### src/rtl/bus_arbiter.sv
// -----------------------------------------------------------------------------
// bus_arbiter
//
// Round-robin owner selection for the shared system bus between four masters.
// Exactly one master owns the bus at any time; the owner index drives the
// master-side address/control mux. An optional hold limit forces the owner to
// give up the bus after HOLD_MAX contended cycles so a busy master cannot
// starve the others.
//
// Request/grant protocol (all signals active-low, 0 = asserted):
//   A master asserts mN_req_ and keeps it asserted while it wants the bus.
//   It may drive the bus only in cycles where it samples mN_grnt_ low. A
//   grant is a registered output, so a request first seen at one edge shows
//   up as a grant after the following edge at the earliest. A master that
//   loses its grant (release hand-over or forced rotation) stops driving on
//   the next cycle and must keep or re-assert its request to be served again.
//
// Parameters:
//   HOLD_MAX  maximum contended cycles an owner keeps the bus (0 = no limit).
//             Legal range 0..255.
//
// Ports:
//   clk                      system clock, rising-edge
//   reset_                   synchronous active-low reset
//   m0_req_ .. m3_req_       active-low bus requests
//   m0_grnt_ .. m3_grnt_     active-low bus grants, exactly one low
//   owner[1:0]               index of the granted master (mux select)
//   hold_cnt[7:0]            contended cycles held by the current owner
// -----------------------------------------------------------------------------
module bus_arbiter #(
   parameter int unsigned HOLD_MAX = 16
) (
   input  logic       clk,
   input  logic       reset_,
   input  logic       m0_req_,
   input  logic       m1_req_,
   input  logic       m2_req_,
   input  logic       m3_req_,
   output logic       m0_grnt_,
   output logic       m1_grnt_,
   output logic       m2_grnt_,
   output logic       m3_grnt_,
   output logic [1:0] owner,
   output logic [7:0] hold_cnt
);

   // What the arbiter does at the coming edge.
   typedef enum logic [1:0] {
      ACT_PARK     = 2'd0,  // nobody else wants the bus: keep owner, clear count
      ACT_HANDOVER = 2'd1,  // owner released while others wait: rotate
      ACT_FORCED   = 2'd2,  // owner hit the hold limit: rotate anyway
      ACT_HOLD     = 2'd3   // owner keeps the bus under contention: count
   } arb_action_e;

   // Last allowed value of hold_cnt before a forced rotation. Only meaningful
   // when the limit is enabled; the guard keeps the subtraction from wrapping.
   localparam logic       LIMIT_EN  = (HOLD_MAX != 0);
   localparam logic [7:0] HOLD_LAST = (HOLD_MAX == 0) ? 8'd0 : 8'(HOLD_MAX - 1);

   logic [3:0]  req;        // active-high requests, bit n = master n
   logic [7:0]  req_dbl;
   logic [3:0]  req_rot;    // req_rot[i] = request of master (owner + i) mod 4
   logic        cur_req;
   logic        other_req;
   logic [1:0]  next_off;
   logic [1:0]  next_owner;
   logic        at_limit;
   arb_action_e action;

   logic [1:0]  owner_d;
   logic [7:0]  hold_d;

   assign req = ~{m3_req_, m2_req_, m1_req_, m0_req_};

   // Rotating the request vector so that bit 0 is the current owner turns the
   // round-robin search into a fixed-priority search over bits 1..3.
   assign req_dbl = {req, req};
   assign req_rot = req_dbl[{1'b0, owner} +: 4];

   assign cur_req   = req_rot[0];
   assign other_req = |req_rot[3:1];

   always_comb begin
      next_off = 2'd3;
      if (req_rot[1]) begin
         next_off = 2'd1;
      end else if (req_rot[2]) begin
         next_off = 2'd2;
      end
   end

   // 2-bit add wraps naturally, giving (owner + offset) mod 4.
   assign next_owner = owner + next_off;

   assign at_limit = LIMIT_EN && (hold_cnt == HOLD_LAST);

   // Decision, in priority order below reset.
   always_comb begin
      action = ACT_PARK;
      if (other_req) begin
         if (!cur_req) begin
            action = ACT_HANDOVER;
         end else if (at_limit) begin
            action = ACT_FORCED;
         end else begin
            action = ACT_HOLD;
         end
      end
   end

   always_comb begin
      owner_d = owner;
      hold_d  = hold_cnt;
      case (action)
         ACT_PARK: begin
            hold_d = 8'd0;
         end
         ACT_HANDOVER,
         ACT_FORCED: begin
            owner_d = next_owner;
            hold_d  = 8'd0;
         end
         ACT_HOLD: begin
            // Saturation only matters with the limit disabled; otherwise the
            // forced rotation clears the count long before it gets here.
            hold_d = (hold_cnt == 8'hFF) ? hold_cnt : hold_cnt + 8'd1;
         end
         default: begin
            owner_d = owner;
            hold_d  = hold_cnt;
         end
      endcase
   end

   always_ff @(posedge clk) begin
      if (!reset_) begin
         owner    <= 2'd0;
         hold_cnt <= 8'd0;
      end else begin
         owner    <= owner_d;
         hold_cnt <= hold_d;
      end
   end

   // Grants decode straight from the owner register: glitch-free, and no path
   // from any request input to any output.
   assign m0_grnt_ = (owner != 2'd0);
   assign m1_grnt_ = (owner != 2'd1);
   assign m2_grnt_ = (owner != 2'd2);
   assign m3_grnt_ = (owner != 2'd3);

   grant_one_cold : assert property (
      @(posedge clk) $onehot(~{m3_grnt_, m2_grnt_, m1_grnt_, m0_grnt_})
   );

endmodule

### config.mk
export PLATFORM = sky130hd
export DESIGN_NAME = bus_arbiter
export DESIGN_NICKNAME = d
export VERILOG_FILES = /design/src/rtl/bus_arbiter.sv
export SDC_FILE = /design/constraint.sdc
export NUM_CORES = 1
export LEC_CHECK = 0
export CAP_MARGIN = 20
export CORE_MARGIN = 5
export CORE_UTILIZATION = 46
export DETAILED_ROUTE_END_ITERATION = 6
export PLACE_DENSITY = 0.79
export SYNTH_ARGS = -nofsm -noshare
export SYNTH_HDL_FRONTEND = slang
export SYNTH_SLANG_ARGS = --single-unit
### constraint.sdc
create_clock -name clk -period 3.31 [get_ports clk]
set_clock_uncertainty 0.15 [all_clocks]
set_input_delay 0.8275 -clock clk [delete_from_list [all_inputs] [get_ports clk]]
set_output_delay 0.8275 -clock clk [all_outputs]
set_load 0.02 [all_outputs]
==> key figures, run 1 <==
Yosys
  • Synthesized cell area: 718.2 um^2
  • Yosys top cell area share: 27.87%
  • Dominant cell type by area after synthesis: dfxtp_1
  • Synth cell count leaders: nand2_1 (16), dfxtp_1 (10), nand3_1 (6)
  • Syn. warnings: 0
  • Synth Area per Inst: 8.351 um^2
  • Top FF cell, synth: dfxtp_1
  • Post-synth EDFFs: 0
  • Synth unique cells: 36
  • Post-synth net total: 96
  • Async set-reset flop share out of synthesis: 0%
  • Ranking of synthesized cells by area: dfxtp_1 (28%), nand2_1 (8.4%), ha_1 (7.0%), nand3_1 (4.2%), mux4_1 (3.7%)
  • Post-synthesis sequential element count: 10
  • Mapped Cells: 86
  • Post-synthesis sequential area ratio: 27.87%
  • Count leader, synth: nand2_1

Route
  • Wire per inst: 12.89 um
  • Via density: 5.820
  • Final wirelength: 1572 um
  • First-pass iteration count of the detailed router: 4
  • Post-route DRC: 0
  • Initial drt markers: 10
  • Final antenna-violating net count: 0
  • Via count: 710

Global route
  • Number of global-route vias before repair: 699
  • GR Overflow Total: 0
  • First-pass GRT wire length: 2953 um
  • Largest net degree at the start of global routing: 15
  • Initial antenna violation count: 0
  • Global Route Usage Sum: 14.60%

Worst setup path
  • WP data required: 3.37 ns
  • CP arrival: 3.03 ns
  • Max FO, Critical Path: 6
  • Kind of critical path: in2reg
  • CP Launch Type: input pin
  • CP Capture Type: register

Worst hold path
  • Worst hold-check path type: reg2reg

STA
  • Final setup vio count: 0
  • Fin. Hold Viols: 0
  • Worst-margin pin slew: 0.4693 ns
  • Tmin final: 2.977 ns
  • Max Slew Vio Count: 0
  • Setup_tns: 0 ns
  • Max Clk Rate: 335.9 MHz
  • Period utilization: 89.94%
  • Relative slew slack: 68.62%
  • Unrepaired setup endpoints after global routing: no

Final layout
  • Filler cell count in the final layout: 131
  • Nets: 117
  • Share of layout cells above drive strength 1: 9.434%
  • Area Overhead vs Synth: 32.06%
  • Antenna diodes: 0
  • Finished Core Util: 63.70%
  • Area of the multi-input gates: 483.0 um^2
  • Register area: 200.2 um^2

Die
  • Die area: 2452 um^2
  • Initial core utilization: 48.24%
  • I/O pin cnt: 20
  • Chip height: 49.52 um
  • Core area: 1489 um^2
  • Core Rows: 14
  • Die Wd: 49.52 um

Clock tree
  • Post_cts resized: 0
  • TritonCTS clock tree: yes
  • # hold bufs at CTS: 0
  • CTS Root Cell: clkbuf_4
  • Clock sink count: 10
  • Clock Tree Buf Depth: 2
  • Clock transition at the registers of the reported paths: 0.07 ns
  • H-Tree Depth: 1
  • Post-CTS Setup Bufs: 0
  • Total CTS buffers: 3
  • Worst-Skew Late Latency: 0.27 ns

Power
  • Worst vdd ir: 0.0003620 V
  • Leakage: 0.3360 nW
  • PwrDens: 557.1 nW/um^2

Place
  • Port Buffers: 19
  • Routability cong.: 0.8071
  • Post-DP HPWL: 1193 um

Status
  • Outcome: completed

Flow run
  • Max-Cap Viols: 0
-- where the power goes --
group	leakage (nW)	internal [W]	switching [W]
combinational	0.234	0.000128	0.000120
clock	0.0210	0.0000668	0.0000446
sequential	0.0812	0.000135	0.0000335
-- placed cells by master, fill, tap and decap left out --
master and instances:
or3_1 3, clkbuf_8 1, nor4_2 1, inv_1 3, and4_1 1, nand2b_1 1, dfxtp_1 10, nand2_1 16
nand3b_1 3, o211ai_1 2, nand3_1 6, nand3_2 1, mux4_2 1, clkdlybuf4s50_1 19, a21boi_0 1, a31oi_1 1
o21ai_0 4, clkbuf_4 3, nand4_1 1, a41o_1 1, nor2b_1 2, buf_4 1, xnor2_1 1, nor3_2 1
ha_1 4, mux4_1 1, a21oi_1 3, o31ai_1 1, o22a_1 1, or2_2 1, a21boi_1 1, or2b_1 1
o311ai_0 1, mux2i_1 2, o32ai_1 2, nand4b_1 1, nor2_1 3
-- final timing paths --
kind / startpoint / to / slack, ns / cells after the start
worst max-delay path: m2_req_ / hold_cnt[5] / 0.33 / 9
worst min-delay path: hold_cnt[3] / hold_cnt[3] / 0.38 / 1
worst max register to register: owner[0] / hold_cnt[5] / 0.75 / 8
worst min register to register: hold_cnt[3] / hold_cnt[3] / 0.38 / 1
-- sequential cells by signal, summed over array words and instances, names as in the netlist --
| register | count |
|---|---|
| owner | 2 |
| hold_cnt | 8 |
-- kinds of logic (layout without fill, tap and decap cells) --
family                   count (synthesis)  in the layout  share of synthesized area [%]
AND/OR/NAND/NOR                         42             42                          32.23
AO/OA/AOI/OAI                           18             18                          17.25
flip-flops                              10             10                          27.87
buffers and inverters                    7             27                          4.878
adder cells (fa/ha/maj)                  4              4                          6.969
multiplexers                             4              4                          9.582
XOR/XNOR                                 1              1                          1.220
-- critical path, stage by stage --
cell             delay (ns)
clkdlybuf4s50_1        0.47
mux4_2                 0.51
nor4_2                 0.25
nor2_1                 0.09
ha_1                   0.23
nand2_1                0.10
nor3_2                 0.08
or3_1                  0.35
a21oi_1                0.14
-- through the flow --
stage               instance area, um^2  total power, W  setup slack (ns)  cells  hold WS [ns]
finish                            948.4       0.0005284            0.3329    122        0.3781
global route                      948.4       0.0005719            0.2242    122        0.4237
CTS                               948.4       0.0005335            0.3375    122        0.3749
global placement                  912.1       0.0004177            0.1372    118        0.3520
detailed placement                912.1       0.0004221           0.06061    118        0.3542
floorplan                         718.2       0.0003404            0.6511     86        0.4128
-- routing by layer --
layer,track usage (%),vias up,share of wire [%]
li1,-,359,-
met4,4.367,0,0.76
met1,18.85,329,49
met2,23.61,20,46
met3,3.916,2,4.8
met5,0,-,0
-- final cells by class --
cell class,count,share of cell area (%)
multi-input combinational,69,50.92
timing repair buffer,20,20.84
sequential,10,21.11
clock buffer,4,3.826
inverter,3,1.187
tap,16,2.111
Power figures use the tool's default switching activity.
==> run 2, diff against run 1 <==
Settings changed: MAX_ROUTING_LAYER set to met4.
==> run 2 against run 1 <==
  * Global-route usage grew 0.39 points
  * Fmax is essentially flat
  * Sequential share of layout area is the same
  * Combinational power is essentially flat
  * Worst hold slack is essentially flat
  * Design area is the same
  * Setup slack lost 0.0014 ns
  * Count of clock-buffer cells in the layout is the same
  * Via count shrank 1.1%
  * Largest power group unchanged
==> key figures, run 2 (synthesis results as in run 1) <==
Status
  • Outcome: completed (unchanged)

STA
  • Period utilization: 89.99% (was 89.94%)
  • Worst-margin pin slew: 0.4659 ns (was 0.4693 ns)
  • Tmin final: 2.979 ns (was 2.977 ns)
  • Max Slew Vio Count: 0 (unchanged)
  • Relative slew slack: 68.85% (was 68.62%)
  • Setup_tns: 0 ns (unchanged)
  • Unrepaired setup endpoints after global routing: no (unchanged)
  • Final worst setup slack: 0.3315 ns (was 0.3329 ns)
  • Final setup vio count: 0 (unchanged)
  • Fin. Hold Viols: 0 (unchanged)
  • Max Clk Rate: 335.7 MHz (was 335.9 MHz)
  • Hold Slack: 0.3782 ns (was 0.3781 ns)

Final layout
  • Max reg flops: 8 (unchanged)
  • Top reg by flops: hold_cnt (unchanged)
  • Area Overhead vs Synth: 32.06% (unchanged)
  • Most frequent cells in the layout: clkdlybuf4s50_1 (19), nand2_1 (16), dfxtp_1 (10), nand3_1 (6) (unchanged)
  • Nets: 117 (unchanged)
  • Antenna diodes: 0 (unchanged)
  • Top Registers: hold_cnt x8, owner x2 (unchanged)
  • Most common cell after layout, fill and taps aside: clkdlybuf4s50_1 (unchanged)
  • Share of layout cells above drive strength 1: 9.434% (unchanged)
  • Finished Core Util: 63.70% (unchanged)

Worst setup path
  • Kind of critical path: in2reg (unchanged)
  • WP data required: 3.37 ns (about the same)
  • Max FO, Critical Path: 6 (unchanged)
  • CP Launch Type: input pin (unchanged)
  • Critical path buffers and inverters: 1 (unchanged)
  • Cell family with most CP delay: simple AND/OR/NAND/NOR gates (unchanged)
  • Critical path's slowest cell: mux4_2 (unchanged)
  • CP arrival: 3.03 ns (about the same)
  • Crit-path cells: clkdlybuf4s50_1, mux4_2, nor4_2, nor2_1, ha_1, nand2_1, nor3_2, or3_1, a21oi_1 (unchanged)
  • Max stage delay on crit path: 0.51 ns (about the same)
  • CP Capture Type: register (unchanged)

Power
  • Post-route total power: 0.0005290 W (was 0.0005284 W)
  • P_int: 0.0003297 W (was 0.0003298 W)
  • Logic gate share of total power: 47.0% (was 47.1%)
  • Worst vdd ir: 0.0003629 V (was 0.0003620 V)
  • Clock group share of total power: 21.1% (about the same)
  • Sw power: 0.0001993 W (was 0.0001986 W)
  • PwrDens: 557.8 nW/um^2 (was 557.1 nW/um^2)
  • Share of power burned in registers: 31.9% (was 31.8%)
  • Sw Share: 37.67% (was 37.59%)
  • Leakage: 0.3360 nW (unchanged)

Route
  • Final wirelength: 1580 um (was 1572 um)
  • Initial drt markers: 10 (unchanged)
  • Via count: 702 (was 710)
  • Via density: 5.754 (was 5.820)
  • Wire per inst: 12.95 um (was 12.89 um)
  • Post-route DRC: 0 (unchanged)
  • Final antenna-violating net count: 0 (unchanged)
  • First-pass iteration count of the detailed router: 4 (unchanged)

Die
  • Core Rows: 14 (unchanged)
  • Core area: 1489 um^2 (unchanged)
  • Die area: 2452 um^2 (unchanged)
  • Chip height: 49.52 um (unchanged)
  • Die Wd: 49.52 um (unchanged)
  • I/O pin cnt: 20 (unchanged)
  • Initial core utilization: 48.24% (unchanged)

Place
  • Post-DP HPWL: 1193 um (unchanged)
  • DP Worst Slack: 0.06061 ns (unchanged)
  • Routability cong.: 0.8189 (was 0.8071)
  • Port Buffers: 19 (unchanged)

Clock tree
  • TritonCTS clock tree: yes (unchanged)
  • Total CTS buffers: 3 (unchanged)
  • Worst-Skew Late Latency: 0.27 ns (about the same)
  • Clock sink count: 10 (unchanged)
  • # hold bufs at CTS: 0 (unchanged)
  • Post_cts resized: 0 (unchanged)
  • Clock Tree Buf Depth: 2 (unchanged)
  • Clock transition at the registers of the reported paths: 0.07 ns (about the same)
  • H-Tree Depth: 1 (unchanged)
  • CTS Root Cell: clkbuf_4 (unchanged)
  • Post-CTS Setup Bufs: 0 (unchanged)

Global route
  • Largest net degree at the start of global routing: 15 (unchanged)
  • GR Overflow Total: 0 (unchanged)
  • Global Route Usage Sum: 14.99% (was 14.60%)
  • Initial antenna violation count: 0 (unchanged)
  • First-pass GRT wire length: 2960 um (was 2953 um)
  • Number of global-route vias before repair: 699 (unchanged)

Worst hold path
  • Worst hold-check path type: reg2reg (unchanged)

Flow run
  • Max-Cap Viols: 0 (unchanged)
run 2: cell type report:
type / instances / area [um^2]
clock buffer: 4 / 36.28
fill: 131 / 540.5
multi-input combinational: 69 / 483.0
tap: 16 / 20.02
sequential: 10 / 200.2
timing repair buffer: 20 / 197.7
inverter: 3 / 11.26
run 2: layer usage:
layer,global-route usage (%),vias to the layer above,wire length [um]
li1,-,359,-
met1,19.04,323,782
met2,23.61,18,722
met3,3.614,2,61
met4,4.367,0,12
met5,-,-,0
run 2: through the flow:
| stage | instance area [um^2] | std cells |
|---|---|---|
| after floorplan | 718.2 | 86 |
| after global placement | 912.1 | 118 |
| after detailed placement | 912.1 | 118 |
| after CTS | 948.4 | 122 |
| after global routing | 948.4 | 122 |
| final | 948.4 | 122 |
run 2: power by group through the flow:
stage	logic (W)	registers [W]	clock network, W
6_report	0.000249	0.000169	0.000112
3_3_place_gp	0.000247	0.000171	0
2_1_floorplan	0.000172	0.000169	0
3_5_place_dp	0.000250	0.000172	0
5_1_grt	0.000278	0.000176	0.000117
4_1_cts	0.000251	0.000169	0.000113
run 2: worst paths after layout:
check / start / endpoint / slack, ns / cells after the start
setup / recovery: m2_req_ / hold_cnt[5] / 0.33 / 9
hold / removal: hold_cnt[3] / hold_cnt[3] / 0.38 / 1
setup reg to reg: owner[0] / hold_cnt[5] / 0.75 / 8
hold reg to reg: hold_cnt[3] / hold_cnt[3] / 0.38 / 1
run 2: worst register-to-register path, cell delays in order (launching register included):
cell and delay, ns:
dfxtp_1 0.55, mux4_2 0.58, nor4_2 0.25, nor2_1 0.09, ha_1 0.23, nand2_1 0.10, nor3_2 0.08, or3_1 0.35
a21oi_1 0.14
